`config.mk`:
```
export PLATFORM = sky130hd
export DESIGN_NAME = serial_adder
export DESIGN_NICKNAME = d
export VERILOG_FILES = /design/src/rtl/serial_adder.sv
export SDC_FILE = /design/constraint.sdc
export NUM_CORES = 1
export LEC_CHECK = 0
export ABC_AREA = 1
export CAP_MARGIN = 15
export CORE_AREA = 8 8 68 70
export CTS_BUF_LIST = sky130_fd_sc_hd__clkbuf_8
export CTS_CLUSTER_SIZE = 28
export DETAILED_ROUTE_END_ITERATION = 6
export DIE_AREA = 0 0 76 78
export PLACE_DENSITY = 0.77
export SKIP_LAST_GASP = 1
export SLEW_MARGIN = 20
export SYNTH_ARGS = -nofsm -noshare
export SYNTH_HDL_FRONTEND = slang
export SYNTH_SLANG_ARGS = --single-unit
```
`constraint.sdc`:
```
create_clock -name clk -period 1.3 [get_ports clk]
set_input_delay 0.26 -clock clk [delete_from_list [all_inputs] [get_ports clk]]
set_output_delay 0.26 -clock clk [all_outputs]
set_load 0.1 [all_outputs]
```
`src/rtl/serial_adder.sv`:
```
// serial_adder: bit-serial WIDTH-bit adder, one full-adder cell plus a carry flop, LSB first
//   clk, rst_n     : rising-edge clock, asynchronous active-low reset
//   start          : request, accepted in IDLE or DONE
//   a, b, ci       : operands and carry-in, captured on the accepting edge
//   busy           : high while bits are being added
//   done           : one-cycle pulse when sum/co are updated
//   sum, co        : registered result, held until the next result
//   ovf            : two's-complement overflow, present only with SERIAL_ADDER_OVF_EN
module serial_adder #(
    parameter int WIDTH = 8
) (
    input  logic             clk,
    input  logic             rst_n,
    input  logic             start,
    input  logic [WIDTH-1:0] a,
    input  logic [WIDTH-1:0] b,
    input  logic             ci,
    output logic             busy,
    output logic             done,
    output logic [WIDTH-1:0] sum,
`ifdef SERIAL_ADDER_OVF_EN
    output logic             ovf,
`endif
    output logic             co
);
    localparam int CW = (WIDTH > 1) ? $clog2(WIDTH) : 1;
    localparam logic [CW-1:0] LAST = CW'(WIDTH - 1);
    typedef enum logic [1:0] {IDLE, ADD, DONE} state_t;
    state_t state;
    logic [WIDTH-1:0] a_sh, b_sh, s_sh;
    logic [CW-1:0] cnt;
    logic c, bit_s, c_nxt;
    assign bit_s = a_sh[0] ^ b_sh[0] ^ c;
    assign c_nxt = (a_sh[0] & b_sh[0]) | (a_sh[0] & c) | (b_sh[0] & c);
    always_ff @(posedge clk or negedge rst_n) begin
        if (!rst_n) begin
            state <= IDLE;
            busy  <= 1'b0;
            done  <= 1'b0;
            sum   <= '0;
            co    <= 1'b0;
            a_sh  <= '0;
            b_sh  <= '0;
            s_sh  <= '0;
            c     <= 1'b0;
            cnt   <= '0;
`ifdef SERIAL_ADDER_OVF_EN
            ovf   <= 1'b0;
`endif
        end else begin
            case (state)
                IDLE, DONE: begin
                    done <= 1'b0;
                    if (start) begin
                        a_sh  <= a;
                        b_sh  <= b;
                        c     <= ci;
                        cnt   <= '0;
                        busy  <= 1'b1;
                        state <= ADD;
                    end else begin
                        state <= IDLE;
                    end
                end
                ADD: begin
                    a_sh <= a_sh >> 1;
                    b_sh <= b_sh >> 1;
                    s_sh <= {bit_s, s_sh[WIDTH-1:1]};
                    c    <= c_nxt;
                    // the last bit goes straight into sum so the result lands on this edge
                    if (cnt == LAST) begin
                        sum   <= {bit_s, s_sh[WIDTH-1:1]};
                        co    <= c_nxt;
`ifdef SERIAL_ADDER_OVF_EN
                        ovf   <= c ^ c_nxt;
`endif
                        cnt   <= '0;
                        busy  <= 1'b0;
                        done  <= 1'b1;
                        state <= DONE;
                    end else begin
                        cnt <= cnt + 1'b1;
                    end
                end
                default: state <= IDLE;
            endcase
        end
    end
endmodule

```
==> results.yml, run 1 <==
placed_design:
  gp_congestion: 0.787
  post-dp-hpwl_um: 2820
  port_buffers: 30
pwr:
  power_uw: 6930
  pwr_density_cell_mw_per_mm2: 2760
  ir_worst_vdd_v: 0.00150
  total_leakage_power_uw: 0.00134
grt:
  grt_pass1_vias: 1616
  gr-usage-all-layers: 0.138
  grt_start_max_net_pins: 29
  overflow: 0
  grt_pass1_wl_um: 6780
  antenna_found_initial: 0
cells_and_area:
  final_nets: 288
  layout-drive-gt1-share: 0.177
  diodes: 0
  fill_cells: 272
  syn_to_final_growth_pct: 32.2
clock_network:
  path_clk_slew_ns: 0.08
  cts.sinks: 40
  cts_root_buf: "clkbuf_8"
  cts_tree: "done"
  htree_levels: 2
  cts_inserted_buffers: 5
  clk_path_buf_depth: 2
  clk_latency_ns: 0.29
worst_setup_path:
  path_cells: "ha_1 -> ha_1 -> nand2_2 -> buf_6 -> nand2_1 -> o21ai_2"
  crit_path_end_kind: "register"
  rrSetupSlack_ns: 0.05
  cp-start-kind: "register"
  rr_worst_depth: 6
  timing.rr.start: "cnt[0]"
  crit_path_max_fanout: 10
  crit_top_cell: "ha_1"
  cp_top_family: "adder cells"
  crit_required_ns: 1.52
  criticalPathCategory: "reg2reg"
  critPathArrivalTime_ns: 1.47
  cpPeakStageDelay_ns: 0.38
  slowest_stage: "dfrtp_1"
  worst-path-buf-inv: 1
  r2r_end: "sum[7]"
detailed_routing:
  drc_errors: 0
  drtIter0Drc: 115
  vias: 1504
  vias_per_cell: 4.79
  ant_nets: 0
  routedWlPerCell_um: 12.2
  routed_wl_um: 3820
  firstDrtPassIters: 4
sta:
  worstMarginPinSlew_ns: 0.330
  finalCritPeriodShare: 0.964
  skew_ns: 0.00610
  max_freq_ghz: 0.798
  setup_viol: 0
  holdWs_ns: 0.394
  slew_viol_final: 0
  hold_viol_final: 0
  rsz0062_at_grt: "true"
  min_period_ns: 1.25
  max_slew_margin: 0.780
flow_run:
  cap_violations: 0
synth:
  async_flop_share: 1.00
  synth_nets: 250
  ys_types: 19
  yosys_warnings: 0
  synthCells: 227
  synth_edf_count: 0
  syn_area_mm2: 0.00190
  synth_most_common_cell: "nand2_1"
  syn_avg_cell_area_um2: 8.38
  synth_top_area_share: 0.526
  synth_ff_type: "dfrtp_1"
  ys_seq_elements: 40
  ys_top_cells_by_area: "dfrtp_1, nand2_1, nand3_1"
  ys_seq_area_frac: 0.526
  yosys-top-cells-count: "nand2_1, dfrtp_1, inv_1"
  synth_area_leader_cell: "dfrtp_1"
floorplanning:
  core-area_mm2: 0.00355
  io_pins: 31
  die_h_um: 78
  dieWidth_um: 76
  die_area_mm2: 0.00593
  rows: 22
  initial_utilization: 0.536
status:
  status: "complete, no violations"
min_path:
  hold_path.class: "in2async"
==> how the worst max path moves through the flow <==
stage / startpoint / end / cells past startpoint
3_3_place_gp: start / cnt[2] / 6
2_1_floorplan: cnt[0] / sum[0] / 6
5_1_grt: cnt[0] / sum[5] / 6
3_5_place_dp: start / cnt[2] / 6
6_report: cnt[0] / sum[7] / 6
4_1_cts: cnt[0] / sum[7] / 6
==> kinds of logic (layout without fill, tap and decap cells) <==
logic type | Yosys count | in the layout | share of synthesized area
buffers and inverters | 53 | 92 | 0.128
DFF | 40 | 40 | 0.526
AOI/OAI and AO/OA | 19 | 19 | 0.0638
and+or+nand+nor | 112 | 112 | 0.259
adders and majority gates | 3 | 3 | 0.0237
==> layer usage <==
metal  up-vias  wire length [um]  track usage
met5         -                 0            0
met4         0                85       0.0765
met3         8               137       0.0392
met2        26              1920        0.239
met1       707              1680        0.149
li1        763                 -            -
==> state kept, by name, indices dropped and copies added, names as in the netlist <==
register and cells:
a_sh 8, b_sh 8, busy 1, c 1, cnt 3, co 1
done 1, s_sh 7, state 2, sum 8
==> cells in the final DEF, fill, tap and decap left out, types with 2 or more instances in the layout <==
master,netlist,layout
o21ai_2,7,7
inv_1,39,40
nand2_4,2,2
buf_6,3,2
clkdlybuf4s50_1,0,18
ha_1,2,2
buf_12,0,13
nand3_1,30,30
buf_4,2,6
nand2_1,77,76
inv_2,2,3
o21ai_1,10,10
dfrtp_1,40,40
o21ai_0,2,2
clkbuf_8,0,6
==> where the power goes <==
part | internal (uW) | total (uW) | switching (uW)
Sequential | 1820 | 2230 | 405
Clock | 417 | 828 | 411
Combinational | 1440 | 3880 | 2430
Total | 3680 | 6930 | 3250
==> stage by stage <==
| stage | setup TNS, ns | setup WS, ns | cells | utilization | cell area, um2 |
|---|---|---|---|---|---|
| global placement | -0.109 | -0.0225 | 304 | 0.672 | 2390 |
| global route | -0.119 | -0.0241 | 314 | 0.708 | 2510 |
| floorplan | 0 | 0.0728 | 227 | - | 1900 |
| CTS | -0.00795 | -0.00795 | 313 | 0.700 | 2490 |
| finish | 0 | 0.0473 | 314 | 0.708 | 2510 |
| detailed placement | -0.439 | -0.0413 | 304 | 0.672 | 2390 |
==> area by class of cell <==
class | count | area (um2) | share of cell area
Timing Repair Buffer | 41 | 523 | 0.208
Sequential cell | 40 | 1000 | 0.398
Inverter | 43 | 169 | 0.0672
Clock inverter | 2 | 7.51 | 0.00299
Multi-Input combinational cell | 134 | 671 | 0.267
Clock buffer | 6 | 82.6 | 0.0329
Tap cell | 48 | 60.1 | 0.0239
==> repair_timing <==
item	CTS	global route
hold endpoints to repair	12	0
resized for setup	0	7
setup endpoints to repair	1	14
hold buffers	1	0
setup buffers	0	1
pin swaps	0	0
Note: power is estimated with default switching activity, not from simulation.
==> inputs of run 2 (changes only) <==
--- a/config.mk
+++ b/config.mk
@@ -13,6 +13,7 @@
 export DETAILED_ROUTE_END_ITERATION = 6
 export DIE_AREA = 0 0 76 78
 export PLACE_DENSITY = 0.77
+export SETUP_SLACK_MARGIN = 0.1
 export SKIP_LAST_GASP = 1
 export SLEW_MARGIN = 20
 export SYNTH_ARGS = -nofsm -noshare
==> run 2 against run 1 <==
Net effect: sequential share of layout area down 2.3 points; clock-buffer cell count up 1; clock skew about the same; hold slack better by 0.064 ns; final cell count up 0.96%; first-iteration DRC count up 25%; combinational power up 11%; design area up 6.1%; die area unchanged; total power up 7.6%; via count up 5.1%; largest power group unchanged.
==> results.yml, run 2 (same netlist as run 1, synthesis figures left out) <==
worst_setup_path:
  criticalPathCategory: "reg2reg"
  crit_end: "sum[7]"
  critPathArrivalTime_ns: 1.46
  cpPeakStageDelay_ns: 0.40
  slowest_stage: "dfrtp_1"
  timing.rr.start: "cnt[0]"
  crit_required_ns: 1.52
  cp-startpoint: "cnt[0]"
  path_cells: "ha_2 -> ha_4 -> nand2_8 -> buf_12 -> nand2_1 -> o21ai_2"
  rrSetupSlack_ns: 0.06
  rr_worst_depth: 6
  cp-start-kind: "register"
  crit_path_max_fanout: 7
  crit_path_end_kind: "register"
  r2r_end: "sum[7]"
pwr:
  ir_worst_vdd_v: 0.00172
  pwr_density_cell_mw_per_mm2: 2800
  total_leakage_power_uw: 0.00138
min_path:
  hold_path.class: "in2async"
clock_network:
  cts_root_buf: "clkbuf_8"
  htree_levels: 2
  cts.sinks: 40
  clk_latency_ns: 0.29
  clk_path_buf_depth: 2
  cts_tree: "done"
  path_clk_slew_ns: 0.08
  cts_inserted_buffers: 5
cells_and_area:
  final_cells: 317
  mostFrequentLayoutCell: "nand2_1"
  syn_to_final_growth_pct: 40.3
  diodes: 0
  fin_area_mm2: 0.00267
  layout-drive-gt1-share: 0.245
  final_nets: 292
  top_regs: "a_sh: 8 flops, b_sh: 8 flops, sum: 8 flops"
  layout_common_cells: "nand2_1, dfrtp_1, inv_1, nand3_1, clkdlybuf4s50_1"
sta:
  hold_viol_final: 0
  max_slew_margin: 0.854
  finalCritPeriodShare: 0.958
  min_period_ns: 1.24
  setup_viol: 0
  skew_ns: 0.00594
  worstMarginPinSlew_ns: 0.219
  max_freq_ghz: 0.803
  rsz0062_at_grt: "true"
  slew_viol_final: 0
floorplanning:
  io_pins: 31
  die_h_um: 78
  core-area_mm2: 0.00355
  dieWidth_um: 76
  die_area_mm2: 0.00593
  initial_utilization: 0.536
  rows: 22
detailed_routing:
  routedWlPerCell_um: 14.1
  vias_per_cell: 4.99
  drc_errors: 0
  ant_nets: 0
  vias: 1581
  firstDrtPassIters: 4
  routed_wl_um: 4460
  drtIter0Drc: 144
grt:
  grt_pass1_vias: 1672
  antenna_found_initial: 0
  grt_pass1_wl_um: 7640
  gr-usage-all-layers: 0.155
  overflow: 0
  grt_start_max_net_pins: 41
flow_run:
  cap_violations: 0
placed_design:
  dpl-instance-area_mm2: 0.00237
  gp_congestion: 0.751
  port_buffers: 30
  placed_cells: 302
  post-dp-hpwl_um: 2830
status:
  status: "complete, no violations"
## run 2: layer usage
layer,global-route usage,share of wire,vias to the layer above
met4,0.0608,0.022,0
met3,0.0415,0.048,10
met1,0.190,0.42,757
met5,0,0,-
li1,-,-,767
met2,0.254,0.51,47
## run 2: worst min-delay path by stage
stage          startpoint  endpoint  slack, ns  cells after the start
6_report            rst_n    sum[6]       0.46                      3
5_1_grt             rst_n   a_sh[0]       0.49                      3
4_1_cts             rst_n    sum[7]       0.48                      3
3_5_place_dp        rst_n   s_sh[1]       0.24                      2
3_3_place_gp        rst_n    sum[0]       0.24                      2
2_1_floorplan       rst_n   a_sh[0]      -0.04                      0
## run 2: area by class of cell
class | instances | area, um2
timing repair buffer | 45 | 586
multi-input combinational | 134 | 752
sequential | 40 | 1000
tap | 48 | 60.1
inverter | 43 | 171
fill | 234 | 883
clock buffer | 7 | 96.3
## run 2: what timing repair did
item                       in CTS  in global routing
pin swaps                       5                  5
hold endpoints to repair       40                  0
hold buffers                    1                  0
buffers inserted                4                  2
gates cloned                    1                  0
setup endpoints to repair      31                 20
resized for setup               9                 20
## run 2: per-stage QoR
step | utilization | setup WS [ns] | total power, uW | hold slack, ns | setup TNS, ns
final | 0.751 | 0.0552 | 7460 | 0.458 | 0
after global placement | 0.668 | -0.0148 | 5900 | 0.244 | -0.0792
after detailed placement | 0.668 | -0.0370 | 6050 | 0.245 | -0.299
after CTS | 0.727 | 0.0722 | 7210 | 0.482 | 0
after global routing | 0.751 | 0.0285 | 7990 | 0.491 | 0
after floorplan | - | 0.105 | 4890 | -0.0356 | 0
## run 2: critical path, delay by kind of cell (launching register included)
kind / cells / cell delay (ns)
adder cells (fa/ha/maj): 2 / 0.39
buffers and inverters: 1 / 0.14
AO/OA/AOI/OAI: 1 / 0.07
AND/OR/NAND/NOR: 2 / 0.17
flip-flops: 1 / 0.40
## run 2: power by group
part | total [uW] | leakage [uW] | switching (uW) | internal (uW)
Combinational | 4290 | 0.000837 | 2650 | 1650
Sequential | 2280 | 0.000496 | 458 | 1830
Clock | 881 | 0.0000503 | 408 | 473
Total | 7460 | 0.00138 | 3510 | 3940
==> inputs of run 3 (changes only) <==
--- a/config.mk
+++ b/config.mk
@@ -12,6 +12,7 @@
 export CTS_CLUSTER_SIZE = 28
 export DETAILED_ROUTE_END_ITERATION = 6
 export DIE_AREA = 0 0 76 78
+export GPL_TIMING_DRIVEN = 0
 export PLACE_DENSITY = 0.77
 export SETUP_SLACK_MARGIN = 0.1
 export SKIP_LAST_GASP = 1
==> run 3 against run 2 <==
Net effect: total power fell by 4.1%; combinational power fell by 2%; critical path depth fell by 3; global-route usage fell by 1.1 points; sequential power fell by 5%; via count fell by 1.3%; sequential share of layout area rose by 1.4 points; die area did not move.
==> results.yml, run 3 (same netlist as run 1, synthesis figures left out) <==
sta:
  max_freq_ghz: 0.832
  hold_viol_final: 0
  slew_viol_final: 0
  skew_ns: 0.0119
  finalCritPeriodShare: 0.924
  fin_ws_ns: 0.0982
  rsz0062_at_grt: "true"
  max_slew_margin: 0.771
  worstMarginPinSlew_ns: 0.344
  finalSetupTns_ns: 0
  setup_viol: 0
  min_period_ns: 1.20
placed_design:
  placed_cells: 306
  port_buffers: 30
  dpl-instance-area_mm2: 0.00228
  post-dp-hpwl_um: 2810
  gp_congestion: 0.768
  pre_cts_slack_ns: -0.442
clock_network:
  path_clk_slew_ns: 0.08
  cts_root_buf: "clkbuf_8"
  cts_tree: "done"
  clk_latency_ns: 0.30
  cts.sinks: 40
  cts_inserted_buffers: 5
  clk_path_buf_depth: 2
  htree_levels: 2
detailed_routing:
  drtIter0Drc: 106
  ant_nets: 0
  vias: 1560
  drc_errors: 0
  firstDrtPassIters: 4
  routedWlPerCell_um: 13.1
  routed_wl_um: 4240
  vias_per_cell: 4.80
floorplanning:
  initial_utilization: 0.536
  die_area_mm2: 0.00593
  die_h_um: 78
  io_pins: 31
  rows: 22
  core-area_mm2: 0.00355
  dieWidth_um: 76
cells_and_area:
  layout-drive-gt1-share: 0.238
  syn_to_final_growth_pct: 35.2
  final_cells: 325
  top_regs: "a_sh: 8 flops, b_sh: 8 flops, sum: 8 flops"
  final_nets: 300
  mostFrequentLayoutCell: "nand2_1"
  layout_common_cells: "nand2_1, dfrtp_1, inv_1, nand3_1, clkdlybuf4s50_1"
  diodes: 0
  fin_area_mm2: 0.00257
status:
  status: "complete, no violations"
worst_setup_path:
  criticalPathCategory: "reg2reg"
  crit_path_max_fanout: 2
  crit_path_end_kind: "register"
  critPathArrivalTime_ns: 1.43
  timing.rr.start: "b_sh[0]"
  crit_required_ns: 1.52
  cp-start-kind: "register"
  rr_worst_depth: 3
  r2r_end: "s_sh[7]"
  rrSetupSlack_ns: 0.1
grt:
  grt_start_max_net_pins: 28
  gr-usage-met3: 0.0449
  busiest_layer: "met2"
  use_met1: 0.184
  grt_pass1_vias: 1470
  grt_pass1_wl_um: 6890
  gr-usage-all-layers: 0.144
  overflow: 0
  grtUsageMet2: 0.211
  antenna_found_initial: 0
pwr:
  total_leakage_power_uw: 0.00137
  pwr_density_cell_mw_per_mm2: 2780
  ir_worst_vdd_v: 0.00169
min_path:
  hold_path.class: "in2async"
flow_run:
  cap_violations: 0
[run 3: changes by cell type in the layout (fill, tap and decap cells not counted), moves of 3 or more]
cell,change
buf_12,-12
buf_6,+14
nand2_1,+3
nand2_4,-4
[run 3: routing by layer]
metal | wire (um) | part of all wire | up-vias
met2 | 2040 | 0.48 | 23
met5 | 0 | 0 | -
met3 | 158 | 0.037 | 9
li1 | - | - | 786
met1 | 1960 | 0.46 | 742
met4 | 91 | 0.021 | 0
[run 3: layout make-up]
class / instances / area [um2]
sequential: 40 / 1000
buffer: 10 / 100
inverter: 43 / 179
multi-input combinational: 134 / 706
tap: 48 / 60.1
clock buffer: 5 / 68.8
timing repair buffer: 43 / 448
clock inverter: 2 / 8.76
fill: 267 / 980
[run 3: worst max-delay path, stage by stage, from the launching register on]
cell and delay [ns]:
dfrtp_1 0.41, fa_2 0.58, inv_2 0.05, o21ai_2 0.10
[run 3: worst max-delay path by stage]
stage | from | end | slack (ns) | cells past startpoint
finish | b_sh[0] | s_sh[7] | 0.1 | 3
global route | cnt[1] | sum[0] | 0.05 | 7
CTS | c | c | 0.06 | 5
detailed placement | sum[7] | sum[7] | -0.44 | 1
global placement | rst_n | a_sh[2] | -1.01 | 1
floorplan | cnt[0] | sum[0] | 0.11 | 7
[run 3: power by group]
group,leakage (uW),switching (uW),internal [uW]
registers,0.000497,343,1820
logic,0.000826,2660,1550
clock network,0.0000452,424,357
[run 3: repair_timing]
| action | 4_1_cts | 5_1_grt |
|---|---|---|
| setup endpoints to repair | 28 | 28 |
| setup buffers | 2 | 7 |
| hold buffers | 1 | 0 |
| pin swaps | 3 | 8 |
| cloned | 1 | 1 |
| gates resized for setup | 83 | 21 |
| endpoints found under the hold margin | 13 | 0 |
[run 3: through the flow]
step | util | hold slack, ns | power [uW]
2_1_floorplan | - | -0.0356 | 4890
3_3_place_gp | 0.639 | 0.461 | 5640
4_1_cts | 0.682 | 0.401 | 6730
3_5_place_dp | 0.643 | 0.178 | 5760
5_1_grt | 0.724 | 0.411 | 7660
6_report | 0.724 | 0.384 | 7150
